===== src/rtl/m_vga_timing.sv =====
// rtl/m_vga_timing.sv - scan-position, sync, active and strobe generator for the display path
module m_vga_timing #(
    parameter int   H_VISIBLE = 800,
    parameter int   H_FRONT   = 40,
    parameter int   H_SYNC    = 128,
    parameter int   H_BACK    = 88,
    parameter int   V_VISIBLE = 600,
    parameter int   V_FRONT   = 1,
    parameter int   V_SYNC    = 4,
    parameter int   V_BACK    = 23,
    parameter logic SYNC_POL  = 1'b1
) (
    input  logic        clk,
    input  logic        rst_n,
    input  logic        i_pix_en,
    output logic [10:0] current_x,
    output logic [10:0] current_y,
    output logic        o_hsync,
    output logic        o_vsync,
    output logic        o_active,
    output logic        o_line_start,
    output logic        o_frame_start,
    output logic [7:0]  o_frame_cnt
);

    localparam logic [10:0] H_TOTAL   = 11'(H_VISIBLE + H_FRONT + H_SYNC + H_BACK);
    localparam logic [10:0] V_TOTAL   = 11'(V_VISIBLE + V_FRONT + V_SYNC + V_BACK);
    localparam logic [10:0] H_VIS     = 11'(H_VISIBLE);
    localparam logic [10:0] V_VIS     = 11'(V_VISIBLE);
    localparam logic [10:0] H_SYNC_LO = 11'(H_VISIBLE + H_FRONT);
    localparam logic [10:0] H_SYNC_HI = 11'(H_VISIBLE + H_FRONT + H_SYNC);
    localparam logic [10:0] V_SYNC_LO = 11'(V_VISIBLE + V_FRONT);
    localparam logic [10:0] V_SYNC_HI = 11'(V_VISIBLE + V_FRONT + V_SYNC);

    logic        x_wrap;
    logic        y_wrap;
    logic [10:0] x_nxt;
    logic [10:0] y_nxt;
    logic        hsync_nxt;
    logic        vsync_nxt;
    logic        active_nxt;

    // Flags are decoded from the next coordinate so they land in the same cycle as it.
    always_comb begin
        x_wrap     = (current_x == H_TOTAL - 11'd1);
        y_wrap     = (current_y == V_TOTAL - 11'd1);
        x_nxt      = x_wrap ? 11'd0 : current_x + 11'd1;
        y_nxt      = current_y;
        if (x_wrap) begin
            y_nxt = y_wrap ? 11'd0 : current_y + 11'd1;
        end
        hsync_nxt  = (x_nxt >= H_SYNC_LO && x_nxt < H_SYNC_HI) ? SYNC_POL : ~SYNC_POL;
        vsync_nxt  = (y_nxt >= V_SYNC_LO && y_nxt < V_SYNC_HI) ? SYNC_POL : ~SYNC_POL;
        active_nxt = (x_nxt < H_VIS) && (y_nxt < V_VIS);
    end

    always_ff @(posedge clk or negedge rst_n) begin
        if (!rst_n) begin
            current_x     <= 11'd0;
            current_y     <= 11'd0;
            o_hsync       <= ~SYNC_POL;
            o_vsync       <= ~SYNC_POL;
            o_active      <= 1'b1;
            o_line_start  <= 1'b0;
            o_frame_start <= 1'b0;
            o_frame_cnt   <= 8'd0;
        end else begin
            // Strobes default low so a sparse enable yields a single-clk pulse.
            o_line_start  <= 1'b0;
            o_frame_start <= 1'b0;
            if (i_pix_en) begin
                current_x     <= x_nxt;
                current_y     <= y_nxt;
                o_hsync       <= hsync_nxt;
                o_vsync       <= vsync_nxt;
                o_active      <= active_nxt;
                o_line_start  <= x_wrap;
                o_frame_start <= x_wrap && y_wrap;
                if (x_wrap && y_wrap) begin
                    o_frame_cnt <= o_frame_cnt + 8'd1;
                end
            end
        end
    end

endmodule


===== config.mk =====
export PLATFORM = sky130hd
export DESIGN_NAME = m_vga_timing
export DESIGN_NICKNAME = d
export VERILOG_FILES = /design/src/rtl/m_vga_timing.sv
export SDC_FILE = /design/constraint.sdc
export NUM_CORES = 1
export LEC_CHECK = 0
export CORE_MARGIN = 2
export CORE_UTILIZATION = 43
export CTS_BUF_LIST = sky130_fd_sc_hd__clkbuf_16
export DETAILED_ROUTE_END_ITERATION = 8
export PLACE_DENSITY = 0.67
export REMOVE_ABC_BUFFERS = 1
export SETUP_SLACK_MARGIN = 0.4
export SYNTH_ARGS = -nofsm -noshare
export SYNTH_HDL_FRONTEND = slang
export SYNTH_SLANG_ARGS = --single-unit

===== constraint.sdc =====
create_clock -name clk -period 6.05 [get_ports clk]
set_input_delay 0.9075 -clock clk [delete_from_list [all_inputs] [get_ports clk]]
set_output_delay 0.9075 -clock clk [all_outputs]
set_load 0.03 [all_outputs]

Word level (Yosys, flattened, before mapping)
Cells that the tools add are included.
- mux-type cells: 7
- add/subtract/negate cells: 3
- reduce and logical (&&, ||, !) cells: 5
- $lt $le $gt $ge: 6
- equality and inequality tests: 2
- operator list (kind ; number):
    $lt 11x10->1 const B ; 4
    $mux 11 ; 3
    $add 11x1->11 const B ; 2
    $ge 11x10->1 const B ; 2
    $eq 11x10->1 const B ; 1
    $eq 11x11->1 const B ; 1
    $add 8x1->8 const B ; 1
    $logic_and 1x1->1 ; 4
    $mux 1 ; 4
    $reduce_and 2->1 ; 1
- word-level logic and storage cells: 31
- output and inout port bits: 35
- register bits: 35
- input port bits: 3

Longest topological paths before layout
Gate-level depths: netlist of the first run.
- word-level depth: 6
- depth in mapped cells: 11
- gate-level depth less buffers: 7

Least setup slack after synthesis of the first run
Ideal clock, no wire load.
- kind: flip-flop to flip-flop
- start: reg current_x[0]
- end: reg o_active
- arrival time: 2.223 ns
- required time: 5.974 ns
- cell stages (with the launch flop): 11
- setup slack: 3.751 ns
- setup time: 0.076 ns
- cells stage by stage: dfrtp_1 -> ha_1 -> buf_6 -> and4_4 -> buf_6 -> and3_4 -> buf_6 -> buf_12 -> a222oi_1 -> o31ai_1 -> a22oi_2
- word-level cells in the longest chain between the ends: 4
- RTL lines (what ; RTL line ; source):
    start, declared ; 16 ; output logic [10:0] current_x,
    start signal, assigned ; 72 ; current_x <= x_nxt;
    $add 11x1->11 or $eq 11x11->1 (tied branches) ; 47, 45 ;
    $mux 11, on equally long branches ; 47, 49 ;
    $lt 11x10->1 ; 54 ; active_nxt = (x_nxt < H_VIS) && (y_nxt < V_VIS);
    $logic_and 1x1->1 (*) ; 54 ;
    end signal, assigned ; 76 ; o_active <= active_nxt;
    end, declared ; 20 ; output logic o_active,
Every way passes the cells marked *; elsewhere a longest branch is shown, timed or not.
A chain may end at the register's enable or synchronous reset.

Worst setup path in the final report of the first run
- start: in i_pix_en
- end: reg o_frame_cnt[1]
- word-level cells in the longest chain between the ends: 1
- RTL lines (what ; RTL line ; source):
    start, declared ; 15 ; input logic i_pix_en,
    $reduce_and 2->1 (no line) ; -- ;
    end signal, assigned ; 80 ; o_frame_cnt <= o_frame_cnt + 8'd1;
    end, declared ; 23 ; output logic [7:0] o_frame_cnt
Every way passes these cells.

==> out/qor.yml, run 1 <==
cells_and_area:
  final_common_cell: "clkdlybuf4s50_1"
  final_cell_mix: "36 x clkdlybuf4s50_1, 34 x dfrtp_1, 30 x nand2_1"
  n_antenna_cell: 0
  fin_cells: 332
  area_delta_synth_final_pct: 19.6
  nets: 267
  final_cell_area_sq_um: 2680
  drive_above_1_share_pct: 7.63
  final_util_pct: 52.7
floorplan:
  fp-row-count: 26
  dieArea_sq_um: 5800
  start_util_pct: 44.1
  fp.dieW_um: 76.2
  ios: 38
  core_sq_um: 5070
  die_h_um: 76.2
placement:
  port_buffers: 37
  dpl_worst_slack_ps: 2880
  dpl_cell_area_sq_um: 2500
  globalplace.congestion: 0.830
  hpwl_mm: 3.35
  place_inst: 324
global_routing:
  grt_max_degree: 36
  grt_use_total_pct: 17.3
  grt_first_pass_wirelength_mm: 8.27
  grt_pass1_vias: 1732
  overflow: 0
  antenna_found_initial: 0
sta:
  finClkSkew_ps: 3.68
  rsz0062_at_grt: "false"
  slew_headroom_pct: 49.4
  fmax_mhz: 348
  worst_pin_slew_ps: 759
  min_period_over_period_pct: 47.5
  setup_tns_ps: 0
  hold_slack_ps: 477
  layout_setup_ws_ps: 3180
  slew_violations: 0
  setup_viol: 0
  finalWorstPathRequiredPeriod_ps: 2870
  finalHoldViolations: 0
clock_tree:
  clockRootBuffer: "clkbuf_16"
  cts_tree: "built"
  cts_resized: 0
  clockBufferDepth: 2
  post_cts_buffers: 0
  worstSkewPairLatency_ps: 280
  path_clk_slew_ps: 60
  numCtsBuffers: 5
  htreeDepth: 2
  cts_hold_buf: 0
  clock-sinks: 35
pwr:
  total_power_mw: 0.767
  p_per_area_nw_per_um2: 287
  vdd_drop_max_uv: 146
  p_seq_share_pct: 38.7
  switchingPower_mw: 0.240
  power.leakage_nw: 1.06
  comb_power_share_pct: 22.8
  clkPwrFrac_pct: 38.5
  switching_share_pct: 31.3
  internal-power_mw: 0.527
critical_path:
  critical_path_class: "primary input to flip-flop"
  cp_num_buf_inv: 1
  cp-startpoint: "i_pix_en"
  reg2reg_from: "current_x[0]$_DFFE_PN0P_"
  r2r_cells: 7
  cpLargestDelayFamily: "buffers and inverters"
  endpoint_kind: "flip-flop"
  crit_cells: 4
  cp_data_arrival_time_ps: 3040
  start_kind: "primary input"
  critPathMaxStageDelay_ps: 930
  slowest_stage: "clkdlybuf4s50_1"
  crit_chain: "clkdlybuf4s50_1 > and3_2 > and2_1 > mux2_2"
  cp.required_ps: 6220
  crit_fanout: 21
synthesis:
  synthFlopType: "dfrtp_1"
  yosysUniqueCellTypes: 56
  postSynthAreaPerCell_sq_um: 9.61
  yosys_warnings: 0
  synth.yosys.seq_area_share_pct: 39.2
  async_flop_share_pct: 100
  synth_cells: 233
  ys_ff_latch: 35
  synth_area_sq_um: 2240
  synth_edf_count: 0
worst_hold_path:
  min_path_type: "flip-flop to flip-flop"
  worstHoldPathCells: 1
  min_from: "o_frame_cnt[7]$_DFFE_PN0P_"
route:
  drtIter0Drc: 92
  wl_mm: 4.78
  routed_via_density: 5.59
  wl_per_cell_um: 14.4
  drc_errors: 0
  ant_nets: 0
  vias: 1857
  first_pass_iters: 4
flow_run:
  max_cap_violations: 0
run_status:
  status: "finished clean"
area by class of cell:
| class | instances | area [sq um] |
|---|---|---|
| repair buffers | 37 | 365 |
| clock buffers | 5 | 125 |
| well taps | 70 | 87.6 |
| inverters | 4 | 15.0 |
| multi-input cells | 178 | 1160 |
| flip-flops and latches | 35 | 877 |
| clock inverters | 3 | 46.3 |
| fillers | 506 | 2400 |
registers in the layout, summed over array words and instances (netlist names):
| signal | cells |
|---|---|
| current_x | 11 |
| current_y | 11 |
| o_frame_cnt | 8 |
| o_active | 1 |
| o_frame_start | 1 |
| o_hsync | 1 |
| o_line_start | 1 |
| o_vsync | 1 |
kinds of logic after synthesis:
family	Yosys count	synth area share, %
AND/OR/NAND/NOR	99	24.3
AO/OA/AOI/OAI	51	15.9
flip-flops	35	39.2
XOR/XNOR	23	9.00
buffers and inverters	20	9.00
adder cells (fa/ha/maj)	3	1.68
multiplexers	2	0.950
layer usage:
metal | vias to the layer above | wire length [um] | track usage [%]
met5 | - | 0 | 0
met4 | 0 | 43 | 6.00
met3 | 4 | 168 | 3.79
met2 | 42 | 2250 | 27.9
met1 | 905 | 2310 | 23.2
li1 | 906 | - | -
power by group through the flow:
stage,registers [mW],clock network (mW),logic [mW]
global route,0.303,0.311,0.191
global placement,0.300,0,0.173
CTS,0.297,0.301,0.177
detailed placement,0.301,0,0.176
floorplan,0.335,0,0.0687
finish,0.297,0.295,0.175
path summary, 6_finish.rpt:
check | slack [ps] | end
setup / recovery | 3180 | o_frame_cnt[1]$_DFFE_PN0P_
hold / removal | 480 | o_frame_cnt[7]$_DFFE_PN0P_
setup reg to reg | 3650 | o_vsync$_DFFE_PN0P_
hold reg to reg | 480 | o_frame_cnt[7]$_DFFE_PN0P_
max in group asynchronous | 4870 | o_frame_cnt[0]$_DFFE_PN0P_
min in group asynchronous | 700 | current_x[7]$_DFFE_PN0P_
Yosys cell counts (all sizes together) (3+ instances only):
library cell | number | area [sq um]
and4 | 3 | 28.8
nor3 | 5 | 41.3
a31oi | 3 | 18.8
buf | 9 | 82.6
xnor2 | 16 | 140
nor2 | 8 | 30.0
xor2 | 7 | 61.3
and2 | 6 | 37.5
clkbuf | 5 | 38.8
inv | 4 | 15.0
o21ai | 20 | 104
dfrtp | 34 | 851
o31ai | 8 | 60.1
nor2b | 5 | 31.3
nand4 | 11 | 68.8
ha | 3 | 37.5
nand3 | 14 | 70.1
and3 | 11 | 76.3
nand2 | 30 | 113
No activity file was read; power rests on OpenSTA's default activity.
==> run 2, diff against run 1 <==
PLACE_DENSITY = 0.69   (was 0.67)
clock period = 2.4 ns   (was 6.05 ns; I/O delays follow)
==> run 2 against run 1 <==
  * Worst hold slack lost 7.2 ps
  * Utilization grew 5.1 points
  * Global-route usage grew 1.8 points
  * Routed wire length grew 15%
  * Register-to-register slack lost 3300 ps
  * First-iteration DRC count grew 80%
  * Cell count grew 6.6%
  * Flip-flop and latch count is the same
  * Setup slack lost 2800 ps
  * Critical endpoint is now o_vsync$_DFFE_PN0P_
  * Largest power group is now clock
==> out/qor.yml, run 2 (synthesis gave the netlist of run 1 again) <==
clock_tree:
  clockRootBuffer: "clkbuf_16"
  cts_hold_buf: 0
  numCtsBuffers: 5
  worstSkewPairLatency_ps: 280
  clockBufferDepth: 2
  clock-sinks: 35
  htreeDepth: 2
  cts_tree: "built"
  path_clk_slew_ps: 60
pwr:
  vdd_drop_max_uv: 427
  p_per_area_nw_per_um2: 695
  power.leakage_nw: 1.20
critical_path:
  cp.required_ps: 2560
  rr_endpoint: "o_vsync$_DFFE_PN0P_"
  reg2reg_from: "current_x[1]$_DFFE_PN0P_"
  cp_data_arrival_time_ps: 2210
  regToRegSetupSlack_ps: 350
  critical_path_class: "flip-flop to flip-flop"
  start_kind: "flip-flop"
  r2r_cells: 8
  endpoint_kind: "flip-flop"
  crit_fanout: 7
route:
  drtIter0Drc: 166
  drc_errors: 0
  first_pass_iters: 5
  ant_nets: 0
  vias: 1983
  wl_mm: 5.49
  routed_via_density: 5.60
  wl_per_cell_um: 15.5
sta:
  min_period_over_period_pct: 85.3
  slew_headroom_pct: 70.1
  worst_pin_slew_ps: 449
  finalHoldViolations: 0
  layout_setup_ws_ps: 353
  finClkSkew_ps: 6.38
  setup_viol: 0
  rsz0062_at_grt: "true"
  finalWorstPathRequiredPeriod_ps: 2050
  setup_tns_ps: 0
  slew_violations: 0
  fmax_mhz: 489
floorplan:
  ios: 38
  dieArea_sq_um: 5800
  fp.dieW_um: 76.2
  fp-row-count: 26
  die_h_um: 76.2
  core_sq_um: 5070
  start_util_pct: 44.1
placement:
  port_buffers: 37
  hpwl_mm: 3.59
  globalplace.congestion: 0.909
  dpl_worst_slack_ps: 135
  place_inst: 333
cells_and_area:
  fillerInstances: 476
  multi_input_area_sq_um: 1230
  final_util_pct: 57.8
  fin_cells: 354
  area_delta_synth_final_pct: 31.0
  nets: 289
  regArea_sq_um: 886
  drive_above_1_share_pct: 21.1
  final_cell_mix: "37 x clkdlybuf4s50_1, 29 x nand2_1, 27 x dfrtp_1"
  n_antenna_cell: 0
  largestRegisters: "current_x x11, current_y x11, o_frame_cnt x8"
  final_common_cell: "clkdlybuf4s50_1"
worst_hold_path:
  min_path_type: "flip-flop to flip-flop"
  min_from: "o_frame_cnt[7]$_DFFE_PN0P_"
  hold_end: "o_frame_cnt[7]$_DFFE_PN0P_"
  worstHoldPathCells: 1
global_routing:
  grt_first_pass_wirelength_mm: 9.10
  antenna_found_initial: 0
  grt_use_total_pct: 19.1
  grt_pass1_vias: 1869
  overflow: 0
  grt_max_degree: 36
flow_run:
  max_cap_violations: 0
run_status:
  status: "finished clean"
## run 2: cell types whose count changed in the layout (fill, tap and decap cells not counted), sizes merged
| cell | previous run | this run |
|---|---|---|
| clkinvlp | 1 | 0 |
| clkinv | 0 | 1 |
| buf | 1 | 22 |
| clkdlybuf4s50 | 36 | 37 |
## run 2: where the power goes
part           total, mW  switching, mW  internal, mW  leakage (nW)
registers          0.754          0.105         0.648         0.456
clock network      0.756          0.261         0.495        0.0844
logic              0.528          0.287         0.241         0.656
## run 2: final cells by class
type / count / share of cell area (%)
multi-input combinational: 178 / 42.0
clock inverter: 3 / 1.62
timing repair buffer: 59 / 18.4
inverter: 4 / 0.512
clock buffer: 5 / 4.27
tap: 70 / 2.99
sequential: 35 / 30.2
## run 2: critical path, stage by stage (launching register included)
cell and delay, ps:
dfrtp_2 410, ha_4 170, and4_4 270, and3_4 250
buf_6 110, a31oi_1 70, a31oi_1 290, nor4_2 70
a41o_2 280
## run 2: how the worst max path moves through the flow
stage | endpoint | cells past startpoint | startpoint
finish | o_vsync$_DFFE_PN0P_ | 8 | current_x[1]$_DFFE_PN0P_
global route | o_vsync$_DFFE_PN0P_ | 8 | current_x[1]$_DFFE_PN0P_
CTS | o_active$_DFFE_PN1P_ | 7 | current_x[1]$_DFFE_PN0P_
detailed placement | o_active$_DFFE_PN1P_ | 7 | current_x[0]$_DFFE_PN0P_
global placement | o_active$_DFFE_PN1P_ | 7 | current_x[0]$_DFFE_PN0P_
floorplan | o_vsync$_DFFE_PN0P_ | 7 | current_x[0]$_DFFE_PN0P_
## run 2: per-stage QoR
step           power (mW)  hold WS (ps)  instance area, sq um
2_1_floorplan        1.02          64.4                  2050
3_3_place_gp         1.21           463                  2580
3_5_place_dp         1.22           467                  2580
4_1_cts              2.00           475                  2830
5_1_grt              2.13           482                  2930
6_report             2.04           470                  2930
## run 2: repair_timing
item | CTS | global route
gates cloned | 0 | 0
gates resized for setup | 11 | 12
setup endpoints to repair | 8 | 18
pin swaps | 1 | 6
setup buffers | 6 | 7
## run 2: routing by layer
metal	up-vias	share of wire, %	GRT usage (%)
met1	973	44	25.5
met5	-	0	0
met2	52	50	31.1
met3	6	4.6	4.27
met4	0	1.4	6.18
li1	952	-	-
==> run 3, diff against run 2 <==
RECOVER_POWER = 100   (was unset)
SETUP_SLACK_MARGIN = 0.05   (was 0.4)
==> run 3 against run 2 <==
  * Clock power decreased by 0.9%
  * Flip-flop and latch count is the same
  * Largest cell class unchanged
  * Via count decreased by 3.5%
  * Worst hold slack worse by 6.0 ps
  * Routed wire length down 9.1%
  * Die area unchanged
  * Non-clock buffer count fell by 13
==> out/qor.yml, run 3 (synthesis gave the netlist of run 1 again) <==
clock_tree:
  cts_tree: "built"
  clockBufferDepth: 2
  cts_hold_buf: 0
  worstSkewPairLatency_ps: 280
  clock-sinks: 35
  clockRootBuffer: "clkbuf_16"
  path_clk_slew_ps: 60
  numCtsBuffers: 5
  htreeDepth: 2
cells_and_area:
  largestRegisters: "current_x x11, current_y x11, o_frame_cnt x8"
  final_cell_area_sq_um: 2750
  fin_cells: 341
  area_delta_synth_final_pct: 23.0
  final_common_cell: "dlygate4sd3_1"
  fillerInstances: 490
  nets: 276
  n_antenna_cell: 0
  multi_input_area_sq_um: 1170
  drive_above_1_share_pct: 10.3
  final_cell_mix: "36 x dlygate4sd3_1, 33 x dfrtp_1, 30 x nand2_1"
  regArea_sq_um: 878
critical_path:
  crit_fanout: 12
  regToRegSetupSlack_ps: 210
  cp_data_arrival_time_ps: 2370
  critical_path_class: "flip-flop to flip-flop"
  r2r_cells: 6
  cp-startpoint: "current_x[9]$_DFFE_PN0P_"
  cp.required_ps: 2580
  endpoint_kind: "flip-flop"
  rr_endpoint: "current_y[5]$_DFFE_PN0P_"
  start_kind: "flip-flop"
  reg2reg_from: "current_x[9]$_DFFE_PN0P_"
sta:
  setup_tns_ps: 0
  slew_violations: 0
  slew_headroom_pct: 42.5
  finalHoldViolations: 0
  finClkSkew_ps: 5.95
  fmax_mhz: 456
  worst_pin_slew_ps: 862
  rsz0062_at_grt: "false"
  setup_viol: 0
  min_period_over_period_pct: 91.3
  finalWorstPathRequiredPeriod_ps: 2190
global_routing:
  busiest_layer: "met2"
  grtUsageMet3_pct: 4.27
  grt.met1_usage_pct: 24.0
  antenna_found_initial: 0
  grt_use_total_pct: 18.2
  overflow: 0
  grtUsageMet2_pct: 29.6
  grt_pass1_vias: 1811
  grt_max_degree: 36
  grt_first_pass_wirelength_mm: 8.65
route:
  ant_nets: 0
  wl_per_cell_um: 14.6
  routed_via_density: 5.61
  wl_mm: 4.99
  drtIter0Drc: 160
  vias: 1914
  drc_errors: 0
  first_pass_iters: 4
floorplan:
  dieArea_sq_um: 5800
  fp.dieW_um: 76.2
  fp-row-count: 26
  die_h_um: 76.2
  core_sq_um: 5070
  start_util_pct: 44.1
  ios: 38
pwr:
  p_per_area_nw_per_um2: 703
  vdd_drop_max_uv: 417
  power.leakage_nw: 1.20
flow_run:
  max_cap_violations: 0
worst_hold_path:
  min_path_type: "flip-flop to flip-flop"
  min_from: "o_frame_cnt[7]$_DFFE_PN0P_"
  hold_end: "o_frame_cnt[7]$_DFFE_PN0P_"
  worstHoldPathCells: 1
placement:
  dpl_cell_area_sq_um: 2580
  globalplace.congestion: 0.909
  port_buffers: 37
  place_inst: 333
  hpwl_mm: 3.59
run_status:
  status: "finished clean"
-- run 3: cell count changes in the layout (fill, tap and decap cells not counted), moves of 2 or more --
cell             previous run  this run
buf_4                      21         6
clkbuf_1                    0         2
dlygate4sd3_1               0        36
dfrtp_2                     7         1
clkdlybuf4s50_1            37         1
dfrtp_1                    27        33
-- run 3: power breakdown --
group	total [mW]	leakage, nW	switching [mW]	internal, mW
clock	0.749	0.0844	0.254	0.495
combinational	0.443	0.650	0.260	0.183
sequential	0.744	0.466	0.0979	0.646
-- run 3: area by class of cell --
type | count | share of cell area, %
Multi-Input combinational cell | 178 | 42.6
Sequential cell | 35 | 31.9
Timing Repair Buffer | 46 | 15.5
Clock buffer | 5 | 4.54
Tap cell | 70 | 3.18
Clock inverter | 3 | 1.73
Inverter | 4 | 0.545
-- run 3: worst max path at each step --
stage | to | slack (ps) | cells after the start
final | current_y[5]$_DFFE_PN0P_ | 210 | 6
after global routing | o_active$_DFFE_PN1P_ | 60 | 6
after CTS | o_active$_DFFE_PN1P_ | 120 | 7
after detailed placement | o_active$_DFFE_PN1P_ | 130 | 7
after global placement | o_active$_DFFE_PN1P_ | 220 | 7
after floorplan | o_vsync$_DFFE_PN0P_ | 130 | 7
-- run 3: repair_timing --
action / CTS / global route
endpoints found under the setup margin: 0 / 2
resized for setup: 0 / 4
hold endpoints to repair: 0 / 0
setup buffers: 0 / 0
-- run 3: layer usage --
| layer | share of wire, % | wire [um] |
|---|---|---|
| met4 | 1.3 | 63 |
| met1 | 46 | 2320 |
| met5 | 0 | 0 |
| met3 | 4.7 | 234 |
| met2 | 48 | 2370 |
-- run 3: worst max-delay path: stages, from the launching register on --
cell and delay, ps:
dfrtp_1 460, nor3b_1 350, and2_0 200, and3_2 200
clkbuf_1 400, nand2_1 220, o31ai_1 260
-- run 3: per-stage QoR --
step / hold WS (ps) / power, mW / setup WS [ps] / util (%)
detailed placement: 467 / 1.22 / 135 / 50.8
floorplan: 64.4 / 1.02 / 132 / -
global route: 477 / 2.04 / 58.1 / 54.3
CTS: 475 / 1.97 / 120 / 54.2
global placement: 463 / 1.21 / 224 / 50.8
finish: 464 / 1.94 / 208 / 54.3
